## src/rtl/gate_bist_pkg.sv

```systemverilog
// gate_bist_pkg: shared types and helpers for the gate-cell self-test sequencer.
//   state_e        - sequencer states (2-bit encoding, visible on dbg_state)
//   COMBO_LAST     - index of the last {a,b} combination in a sweep
//   gate_expect()  - truth table of the mux-built gate cell: {a&b, a|b, ~a}
package gate_bist_pkg;

  typedef enum logic [1:0] {
    ST_IDLE   = 2'd0,
    ST_DRIVE  = 2'd1,
    ST_SAMPLE = 2'd2,
    ST_DONE   = 2'd3
  } state_e;

  localparam logic [1:0] COMBO_LAST = 2'd3;

  // combo[1] is a, combo[0] is b. Result is {and, or, not}.
  function automatic logic [2:0] gate_expect(input logic [1:0] combo);
    logic a;
    logic b;
    a = combo[1];
    b = combo[0];
    return {a & b, a | b, ~a};
  endfunction

endpackage

```

## src/rtl/gate_ref_model.sv

```systemverilog
// gate_ref_model: combinational golden model of the gate cell.
// Ports:
//   a_i, b_i  - gate inputs
//   exp_o     - expected {and_out, or_out, not_out}
module gate_ref_model
  import gate_bist_pkg::*;
(
  input  logic       a_i,
  input  logic       b_i,
  output logic [2:0] exp_o
);

  assign exp_o = gate_expect({a_i, b_i});

endmodule

```

## src/rtl/gate_bist_ctrl.sv

```systemverilog
// gate_bist_ctrl: self-test sequencer for the mux-built gate cell.
// Sweeps {a,b} through 00,01,10,11 NUM_PASSES times, holds each combination
// SETTLE_CYCLES cycles, then samples and_in/or_in/not_in for one cycle and
// compares against the golden model.
// Ports:
//   clk, rst            - clock, synchronous active-high reset
//   start               - one-cycle test request
//   a_drv, b_drv        - registered drive to the gate cell inputs
//   and_in/or_in/not_in - gate cell outputs
//   busy, done          - activity flag, one-cycle completion pulse
//   result_valid, pass  - result qualifiers (held in IDLE)
//   err_count, fail_vec - saturating mismatch count, per-combination fail map
//   dbg_state           - current sequencer state (gate_bist_pkg::state_e)
//
// Handshake: start is a request qualified by !busy; it is taken only in IDLE
// and dropped otherwise. Completion is the done pulse; err_count, fail_vec,
// pass are qualified by result_valid, which stays high until the next
// accepted start or reset.
module gate_bist_ctrl
  import gate_bist_pkg::*;
#(
  parameter int SETTLE_CYCLES = 1,
  parameter int NUM_PASSES    = 1,
  parameter int ERR_W         = 8
) (
  input  logic             clk,
  input  logic             rst,
  input  logic             start,
  output logic             a_drv,
  output logic             b_drv,
  input  logic             and_in,
  input  logic             or_in,
  input  logic             not_in,
  output logic             busy,
  output logic             done,
  output logic             result_valid,
  output logic             pass,
  output logic [ERR_W-1:0] err_count,
  output logic [3:0]       fail_vec,
  output logic [1:0]       dbg_state
);

  localparam logic [3:0] SETTLE_LAST = 4'(SETTLE_CYCLES - 1);
  localparam logic [7:0] PASS_LAST   = 8'(NUM_PASSES - 1);

  state_e           state_q, state_d;
  logic [1:0]       combo_q, combo_d;
  logic [3:0]       settle_q, settle_d;
  logic [7:0]       pass_cnt_q, pass_cnt_d;
  logic [1:0]       drv_q, drv_d;
  logic [ERR_W-1:0] err_q, err_d;
  logic [3:0]       fv_q, fv_d;
  logic             rv_q, rv_d;

  logic [2:0] exp_bits;
  logic       mismatch;

  gate_ref_model u_ref (
    .a_i   (combo_q[1]),
    .b_i   (combo_q[0]),
    .exp_o (exp_bits)
  );

  // The cell is combinational, so the value seen during SAMPLE is compared directly.
  assign mismatch = ({and_in, or_in, not_in} != exp_bits);

  always_comb begin
    state_d    = state_q;
    combo_d    = combo_q;
    settle_d   = settle_q;
    pass_cnt_d = pass_cnt_q;
    err_d      = err_q;
    fv_d       = fv_q;
    rv_d       = rv_q;
    unique case (state_q)
      ST_IDLE: begin
        if (start) begin
          state_d    = ST_DRIVE;
          combo_d    = 2'd0;
          settle_d   = 4'd0;
          pass_cnt_d = 8'd0;
          err_d      = '0;
          fv_d       = 4'd0;
          rv_d       = 1'b0;
        end
      end
      ST_DRIVE: begin
        if (settle_q == SETTLE_LAST) begin
          state_d  = ST_SAMPLE;
          settle_d = 4'd0;
        end else begin
          settle_d = settle_q + 4'd1;
        end
      end
      ST_SAMPLE: begin
        if (mismatch) begin
          if (err_q != {ERR_W{1'b1}}) err_d = err_q + 1'b1;
          fv_d[combo_q] = 1'b1;
        end
        if (combo_q != COMBO_LAST) begin
          combo_d = combo_q + 2'd1;
          state_d = ST_DRIVE;
        end else if (pass_cnt_q != PASS_LAST) begin
          combo_d    = 2'd0;
          pass_cnt_d = pass_cnt_q + 8'd1;
          state_d    = ST_DRIVE;
        end else begin
          state_d = ST_DONE;
          rv_d    = 1'b1;
        end
      end
      ST_DONE: begin
        state_d = ST_IDLE;
      end
      default: state_d = ST_IDLE;
    endcase
    // Drive lines follow the combination only while sweeping; zero otherwise.
    drv_d = (state_d == ST_DRIVE || state_d == ST_SAMPLE) ? combo_d : 2'b00;
  end

  always_ff @(posedge clk) begin
    if (rst) begin
      state_q    <= ST_IDLE;
      combo_q    <= 2'd0;
      settle_q   <= 4'd0;
      pass_cnt_q <= 8'd0;
      drv_q      <= 2'b00;
      err_q      <= '0;
      fv_q       <= 4'd0;
      rv_q       <= 1'b0;
    end else begin
      state_q    <= state_d;
      combo_q    <= combo_d;
      settle_q   <= settle_d;
      pass_cnt_q <= pass_cnt_d;
      drv_q      <= drv_d;
      err_q      <= err_d;
      fv_q       <= fv_d;
      rv_q       <= rv_d;
    end
  end

  assign a_drv        = drv_q[1];
  assign b_drv        = drv_q[0];
  assign busy         = (state_q != ST_IDLE);
  assign done         = (state_q == ST_DONE);
  assign result_valid = rv_q;
  assign pass         = rv_q && (err_q == '0);
  assign err_count    = err_q;
  assign fail_vec     = fv_q;
  assign dbg_state    = state_q;

endmodule

```

## config.mk

```make
export PLATFORM = sky130hd
export DESIGN_NAME = gate_bist_ctrl
export DESIGN_NICKNAME = d
export VERILOG_FILES = /design/src/rtl/gate_bist_pkg.sv /design/src/rtl/gate_ref_model.sv /design/src/rtl/gate_bist_ctrl.sv
export SDC_FILE = /design/constraint.sdc
export NUM_CORES = 1
export LEC_CHECK = 0
export ABC_AREA = 1
export ABC_CLOCK_PERIOD_IN_PS = 2650
export CAP_MARGIN = 10
export CORE_MARGIN = 5
export CORE_UTILIZATION = 40
export CTS_CLUSTER_DIAMETER = 80
export DETAILED_ROUTE_END_ITERATION = 6
export SLEW_MARGIN = 20
export SYNTH_ARGS = -nofsm -noshare
export SYNTH_HDL_FRONTEND = slang
export SYNTH_SLANG_ARGS = --single-unit
```

## constraint.sdc

```tcl
create_clock -name clk -period 2.65 [get_ports clk]
set_input_delay 0.53 -clock clk [delete_from_list [all_inputs] [get_ports clk]]
set_output_delay 0.53 -clock clk [all_outputs]
set_load 0.1 [all_outputs]
```

* Yosys cells after proc, flatten, opt, wreduce, memory -nomap -nowiden *
Cells that the tools add are included.

operators by class
  bitwise logic cells = 5
  magnitude comparators = 2
  add/sub/neg operators = 4
  muxes and demuxes = 27
  equal/unequal tests = 14
  reductions and logical operators = 16

operators with widths
  kind                                                number
  2-to-1 mux 8 bit                                    5
  case mux 8 bit (2 select lines)                     2
  adder 8 x 1 -> 8 bit, second input constant         2
  case mux 4 bit (2 select lines)                     2
  2-to-1 mux 2 bit                                    7
  != test 2 bit, second input constant                7
  2-to-1 mux 4 bit                                    3
  AND reduction 4 bit                                 3
  logical NOT 8 bit                                   1
  != test 8 bit, second input constant                1
  case mux 2 bit (4 select lines)                     1
  nonzero test 8 bit                                  1
  == test 2 bit, second input constant                3
  nonzero test 2 bit                                  3
  adder 4 x 1 -> 4 bit, second input constant         1
  == test 2 x 1 -> 1 bit, second input constant       2
  logical NOT 4 bit                                   1
  2-to-1 mux 1 bit                                    4
  bitwise OR 4 bit                                    1
  case mux 2 bit (2 select lines)                     1
  < comparator 2 x 3 -> 1 bit, second input constant  1
  != test 3 bit                                       1
  AND reduction 3 bit                                 1
  adder 2 x 1 -> 2 bit, second input constant         1
  other kinds (11)                                    13

word-level totals
  input bits = 6
  register bits after elaboration = 31
  output and inout bits = 20

* Depth between registers and ports, before layout *
Gate-level depths: netlist of run 1.

  depth in word-level cells = 8
  mapped depth = 10
  mapped depth without buffers = 10

* Hierarchy *
A second synthesis of run 1 with hierarchy kept.

unflattened totals
  cell total of the unflattened synthesis = 292
  area total of the unflattened synthesis = 1,915.6 sq um

by module, submodules not included
  module          times used  cells each  area an instance (sq um)  sequential area each (sq um)
  gate_bist_ctrl  1           287         1,894.3                   620.6
  gate_ref_model  1           5           21.3                      0.0

* Least setup slack after synthesis of run 1 *
OpenSTA, ideal clock, no wires.

  path type = reg-to-output
  start = register err_q[0], in the netlist err_count[0]
  end = output port pass
  setup slack = -1,078 ps
  data required time = 2,120 ps
  data arrival time = 3,198 ps
  stages on the path, launching flop included = 5
  cell sequence = dfxtp_1 > inv_1 > ha_1 > nand4_1 > nor3_1

between the ends
  word-level cells in the longest chain between the ends = 2

RTL lines
  item                      line                   source
  start: declaration        gate_bist_ctrl.sv:51   logic [ERR_W-1:0] err_q, err_d;
  start signal: assignment  gate_bist_ctrl.sv:137  err_q <= err_d;
  logical NOT 8 bit         gate_bist_ctrl.sv:148  assign pass = rv_q && (err_q == '0);
  logical AND 1 bit         gate_bist_ctrl.sv:148
  end: declaration          gate_bist_ctrl.sv:37   output logic pass,

No other way between the ends.

* Worst setup path in the final report of run 1 *
Ends and elaborated chain as after synthesis.

==> results of run 1 <==
worst max-delay path by stage:
stage                       from  depth (start not counted)      endpoint  slack [ns]
finish              err_count[0]                          5          pass        0.58
CTS                 err_count[0]                          5          pass        0.58
global placement           start                          7  err_count[1]        0.75
floorplan           result_valid                          2          pass        0.12
detailed placement         start                          7  err_count[1]        0.73
global route        err_count[0]                          5          pass        0.46
state kept, by name, indices dropped and copies added, names as in the netlist:
| name | flops |
|---|---|
| drv_q | 2 |
| pass_cnt_q | 8 |
| err_count | 8 |
| fail_vec | 4 |
| settle_q | 4 |
| result_valid | 1 |
| dbg_state | 2 |
| combo_q | 2 |
area by class of cell:
class,instances,area [um^2],share of cell area
Multi-Input combinational cell,198,1146,0.4954
Timing Repair Buffer,26,207.7,0.08978
Inverter,43,166.4,0.07193
Sequential cell,31,620.6,0.2683
Clock inverter,3,20.02,0.008653
Clock buffer,5,68.82,0.02975
Tap cell,67,83.83,0.03624
logic make-up (layout without fill, tap and decap cells):
kind of cell | Yosys count | in the layout | synth area share
AO/OA/AOI/OAI | 31 | 31 | 0.09331
XOR/XNOR | 5 | 5 | 0.02253
flip-flops | 31 | 31 | 0.3192
AND/OR/NAND/NOR | 152 | 152 | 0.4035
buffers and inverters | 48 | 77 | 0.09716
adder cells (fa/ha/maj) | 10 | 10 | 0.06435
metrics by stage:
stage	setup WS (ns)	total power, uW	util
global route	0.4628	1155	0.4898
finish	0.5794	1100	0.4898
global placement	0.7543	729.4	0.4710
CTS	0.5834	1113	0.4898
floorplan	0.1151	679.5	-
detailed placement	0.7273	730.2	0.4710
worst min-delay path: cells and delay by family, from the launching register on:
| family | cells | cell delay (ns) |
|---|---|---|
| buffers and inverters | 1 | 0.05 |
| DFF | 1 | 0.31 |
| AOI/OAI and AO/OA | 1 | 0.05 |
cell usage after synthesis, drive strengths merged:
cell | n | share of area
buf | 4 | 0.0096
a21oi | 26 | 0.079
nor2 | 34 | 0.093
clkbuf | 1 | 0.0019
nand3 | 20 | 0.060
nand4 | 19 | 0.077
inv | 42 | 0.084
nand2 | 74 | 0.16
xnor2 | 2 | 0.0090
nor3b | 1 | 0.0039
o21ai | 5 | 0.015
ha | 10 | 0.064
clkinv | 1 | 0.0019
xor2 | 3 | 0.014
dfxtp | 31 | 0.32
nor3 | 4 | 0.010
metal layers:
layer  routed length (um)  global-route usage  vias up
li1                     -                   -      946
met1                 2122              0.1924      804
met2                 1952              0.2479       28
met3                  175             0.04063        5
met4                   63             0.05155        0
met5                    0                   0        -
power breakdown:
group | internal, uW | total [uW] | switching [uW]
Clock | 183 | 383 | 200
Combinational | 55.3 | 224 | 168
Sequential | 476 | 494 | 17.4
==> results.json, run 1 <==
{
  "crit_buf_inv": 2,
  "p_per_area_nw_per_um2": 475.6,
  "vias_per_cell": 4.780,
  "grt_usage": 0.1519,
  "outcome": "finished clean",
  "die_height_um": 79.72,
  "vias": 1783,
  "place_area_um2": 2225,
  "slowest_delay_ns": 0.38,
  "crit_family": "buffers and inverters",
  "path_clk_slew_ns": 0.07,
  "core_area_um2": 4723,
  "cts.sinks": 31,
  "finalNonFillerCells": 373,
  "cts_setup_buffers": 0,
  "whs_endpoint": "fail_vec[2]",
  "start_util": 0.4117,
  "yosys_warnings": 0,
  "root_buffer": "clkbuf_8",
  "drv_slew": 0,
  "r2r-start": "pass_cnt_q[0]",
  "initialDrtViolationCount": 42,
  "synth-seq-cells": 31,
  "postCtsResizedCells": 0,
  "drive_gt1_frac": 0.1863,
  "slew_headroom": 0.6670,
  "placed_cells": 365,
  "mostFrequentLayoutCell": "nand2_1",
  "area_delta_synth_final_pct": 18.98,
  "core.rowCount": 25,
  "chipWidth_um": 79.72,
  "postSynthAreaPerCell_um2": 7.019,
  "grt_max_degree": 18,
  "wl_um": 4313,
  "cp_max_fo": 6,
  "cap_violations": 0,
  "grt_antenna_before_repair": 0,
  "r2r_setup_slack_ns": 0.97,
  "worst_ir_drop_vdd_mv": 0.2996,
  "netlist_instances": 277,
  "syn-cell-area_um2": 1944,
  "fmax_mhz": 482.9,
  "fin_setup_tns_ns": 0,
  "io_buffers": 25,
  "worst_slew_pin_slew_ns": 0.4943,
  "crit_slowest_cell": "dfxtp_1",
  "cts_hold_buf": 0,
  "synth_cell_type_count": 28,
  "period_needed_ns": 2.071,
  "final_nets": 321,
  "rsz0062_at_grt": "false",
  "drcViolationCount": 0,
  "post-route-period-util": 0.7814,
  "cts_tree": "done",
  "worstPathArrival_ns": 1.54,
  "yosysSeqAreaShare": 0.3192,
  "hold_viol_final": 0,
  "hold_slack_ns": 0.4489,
  "grt_pass1_vias": 1701,
  "place.gp.congestion": 0.7949,
  "critical_path_class": "register to primary output",
  "hold_depth": 2,
  "crit_path_start_kind": "register",
  "crit_path_end_kind": "primary output",
  "grt_overflow_total": 0,
  "p_leak_uw": 0.0009975,
  "numCtsBuffers": 5,
  "reg2regPathDepth": 8,
  "drt_pass1_iterations": 4,
  "final_cell_mix": "67 x nand2_1, 38 x inv_1, 31 x dfxtp_1, 29 x nor2_1, 21 x buf_4",
  "hold_path_class": "register to register",
  "post_drt_wl_per_cell_um": 11.56,
  "final_cell_area_um2": 2313,
  "finalSetupViolCount": 0,
  "path_cells": "inv_1 > ha_1 > nand4_1 > nor3_4 > buf_4",
  "hold_start": "fail_vec[2]",
  "cts_max_level": 2,
  "syn_nets": 293,
  "finClkSkew_ns": 0.004028,
  "fillCellCount": 513,
  "grt_pass1_wl_um": 7645,
  "r2r-end": "pass_cnt_q[5]",
  "clock_latency_ns": 0.29,
  "clockBufferDepth": 2,
  "dieArea_um2": 6355,
  "ios": 26,
  "post-dp-hpwl_um": 3208,
  "antenna_cells": 0,
  "antenna_left": 0,
  "required_ns": 2.12
}
Note: power is estimated with default switching activity, not from simulation.
==> run 2: changes to the inputs <==
- ABC_CLOCK_PERIOD_IN_PS: 2650 -> 2000
- clock period: 2.65 -> 2 ns (I/O delays scaled with it)
==> run 2 against run 1 <==
Against the previous run:
- sequential power increased by 33%
- final area rose by 4.5%
- utilization rose by 2.2 points
- worst setup slack worse by 0.42 ns
- cell count unchanged
- register-to-register slack worse by 0.66 ns
- via count is 0.34% lower
- total power is 33% higher
- worst hold slack about the same
- first-iteration DRC count grew 120%
- global-route usage decreased by 0.98 points
- flip-flop and latch count stayed put
- critical path type unchanged
- largest power group unchanged
==> results.json, run 2 (synthesized netlist as in run 1, its figures left out) <==
{
  "drv_slew": 0,
  "vias_per_cell": 4.764,
  "area_delta_synth_final_pct": 24.32,
  "drive_gt1_frac": 0.2124,
  "wl_met2_um": 1886,
  "worst_slew_pin_slew_ns": 0.4582,
  "root_buffer": "clkbuf_8",
  "cts_hold_buf": 0,
  "p_leak_uw": 0.001034,
  "grt_pass1_vias": 1569,
  "initialDrtViolationCount": 91,
  "mostFrequentLayoutCell": "nand2_1",
  "outcome": "finished clean",
  "path_clk_slew_ns": 0.07,
  "finalSetupViolCount": 0,
  "hold_start": "fail_vec[0]",
  "chipWidth_um": 79.72,
  "antenna_cells": 0,
  "start_util": 0.4117,
  "worstSetupStartpoint": "err_count[0]",
  "p_per_area_nw_per_um2": 603.5,
  "cts.sinks": 31,
  "hold_viol_final": 0,
  "met1_length_um": 2057,
  "route.met3.wl_um": 234,
  "finClkSkew_ns": 0.004401,
  "drcViolationCount": 0,
  "r2r-start": "pass_cnt_q[0]",
  "ios": 26,
  "cap_violations": 0,
  "final_cell_mix": "67 x nand2_1, 38 x inv_1, 29 x nor2_1, 23 x dfxtp_1, 20 x a21oi_1",
  "clockBufferDepth": 2,
  "io_buffers": 25,
  "grt_max_degree": 18,
  "dieArea_um2": 6355,
  "crit_path_start_kind": "register",
  "grt_pass1_wl_um": 7251,
  "slowest_delay_ns": 0.35,
  "cts_tree": "done",
  "antenna_left": 0,
  "worstPathArrival_ns": 1.45,
  "numCtsBuffers": 5,
  "final_nets": 322,
  "core_area_um2": 4723,
  "grt_overflow_total": 0,
  "postCtsResizedCells": 0,
  "rsz0062_at_grt": "false",
  "post-route-period-util": 0.9225,
  "grt_usage": 0.1421,
  "drt_pass1_iterations": 4,
  "cts_max_level": 2,
  "core.rowCount": 25,
  "crit_path_end_kind": "primary output",
  "critical_path_class": "register to primary output",
  "post_drt_wl_per_cell_um": 11.31,
  "slew_headroom": 0.6913,
  "fmax_mhz": 542.0,
  "crit_slowest_cell": "dfxtp_2",
  "fin_setup_tns_ns": 0,
  "wl_um": 4218,
  "die_height_um": 79.72,
  "clock_latency_ns": 0.28,
  "cts_setup_buffers": 0,
  "total_power_uw": 1459,
  "cp_max_fo": 6,
  "post-dp-hpwl_um": 3168,
  "vias": 1777,
  "place.gp.congestion": 0.8410,
  "hold_path_class": "register to register",
  "path_cells": "inv_1 > ha_1 > nand4_1 > nor3_4 > buf_12",
  "required_ns": 1.60,
  "worst_ir_drop_vdd_mv": 0.3432,
  "period_needed_ns": 1.845,
  "dr.max_layer_used": "met4",
  "grt_antenna_before_repair": 0
}
## run 2: changes by cell type in the layout (fill, tap and decap cells not counted)
cell,previous run,this run
buf_12,0,7
dfxtp_2,0,8
dfxtp_1,31,23
clkbuf_8,5,6
buf_4,21,15
clkinvlp_4,2,0
## run 2: through the flow
step           hold WS [ns]  setup WS [ns]  utilization  area (um^2)  cells
2_1_floorplan        0.4405        -0.2068            -         1966    277
3_3_place_gp         0.4399         0.2253       0.4932         2330    366
3_5_place_dp         0.4401         0.1949       0.4932         2330    366
4_1_cts              0.4504         0.1394       0.5118         2417    373
5_1_grt              0.4858        0.04499       0.5118         2417    373
6_report             0.4487         0.1549       0.5118         2417    373
## run 2: worst paths after layout
check	cells after the start	slack [ns]	end
setup / recovery	5	0.15	pass
hold / removal	2	0.45	fail_vec[0]
setup reg to reg	8	0.31	pass_cnt_q[7]
hold reg to reg	2	0.45	fail_vec[0]
## run 2: area by class of cell
cell class	instances	area [um^2]
well taps	67	83.83
inverters	43	166.4
flip-flops and latches	31	630.6
clock buffers	6	82.58
multi-input cells	198	1146
repair buffers	27	302.8
clock inverters	1	5.005
fillers	466	2306
## run 2: power breakdown
part	total, uW	internal (uW)	switching [uW]
sequential	656	633	22.9
combinational	308	83.0	225
clock	495	270	225
total	1460	986	473
## run 2: per-layer routing
metal / vias up / track usage
met2: 42 / 0.2137
met5: - / 0
met1: 776 / 0.1997
li1: 954 / -
met3: 5 / 0.03499
met4: 0 / 0.04124
## run 2: worst max-delay path: cells and delay by family (launching register included)
kind	cells	cell delay (ns)
adders and majority gates	1	0.16
buffers and inverters	2	0.30
DFF	1	0.35
and+or+nand+nor	2	0.36
==> run 3: changes to the inputs <==
- SKIP_CTS_REPAIR_TIMING: unset -> 1
==> results of run 3 <==
The final DEF is identical to that of run 2; final timing and power are the same.
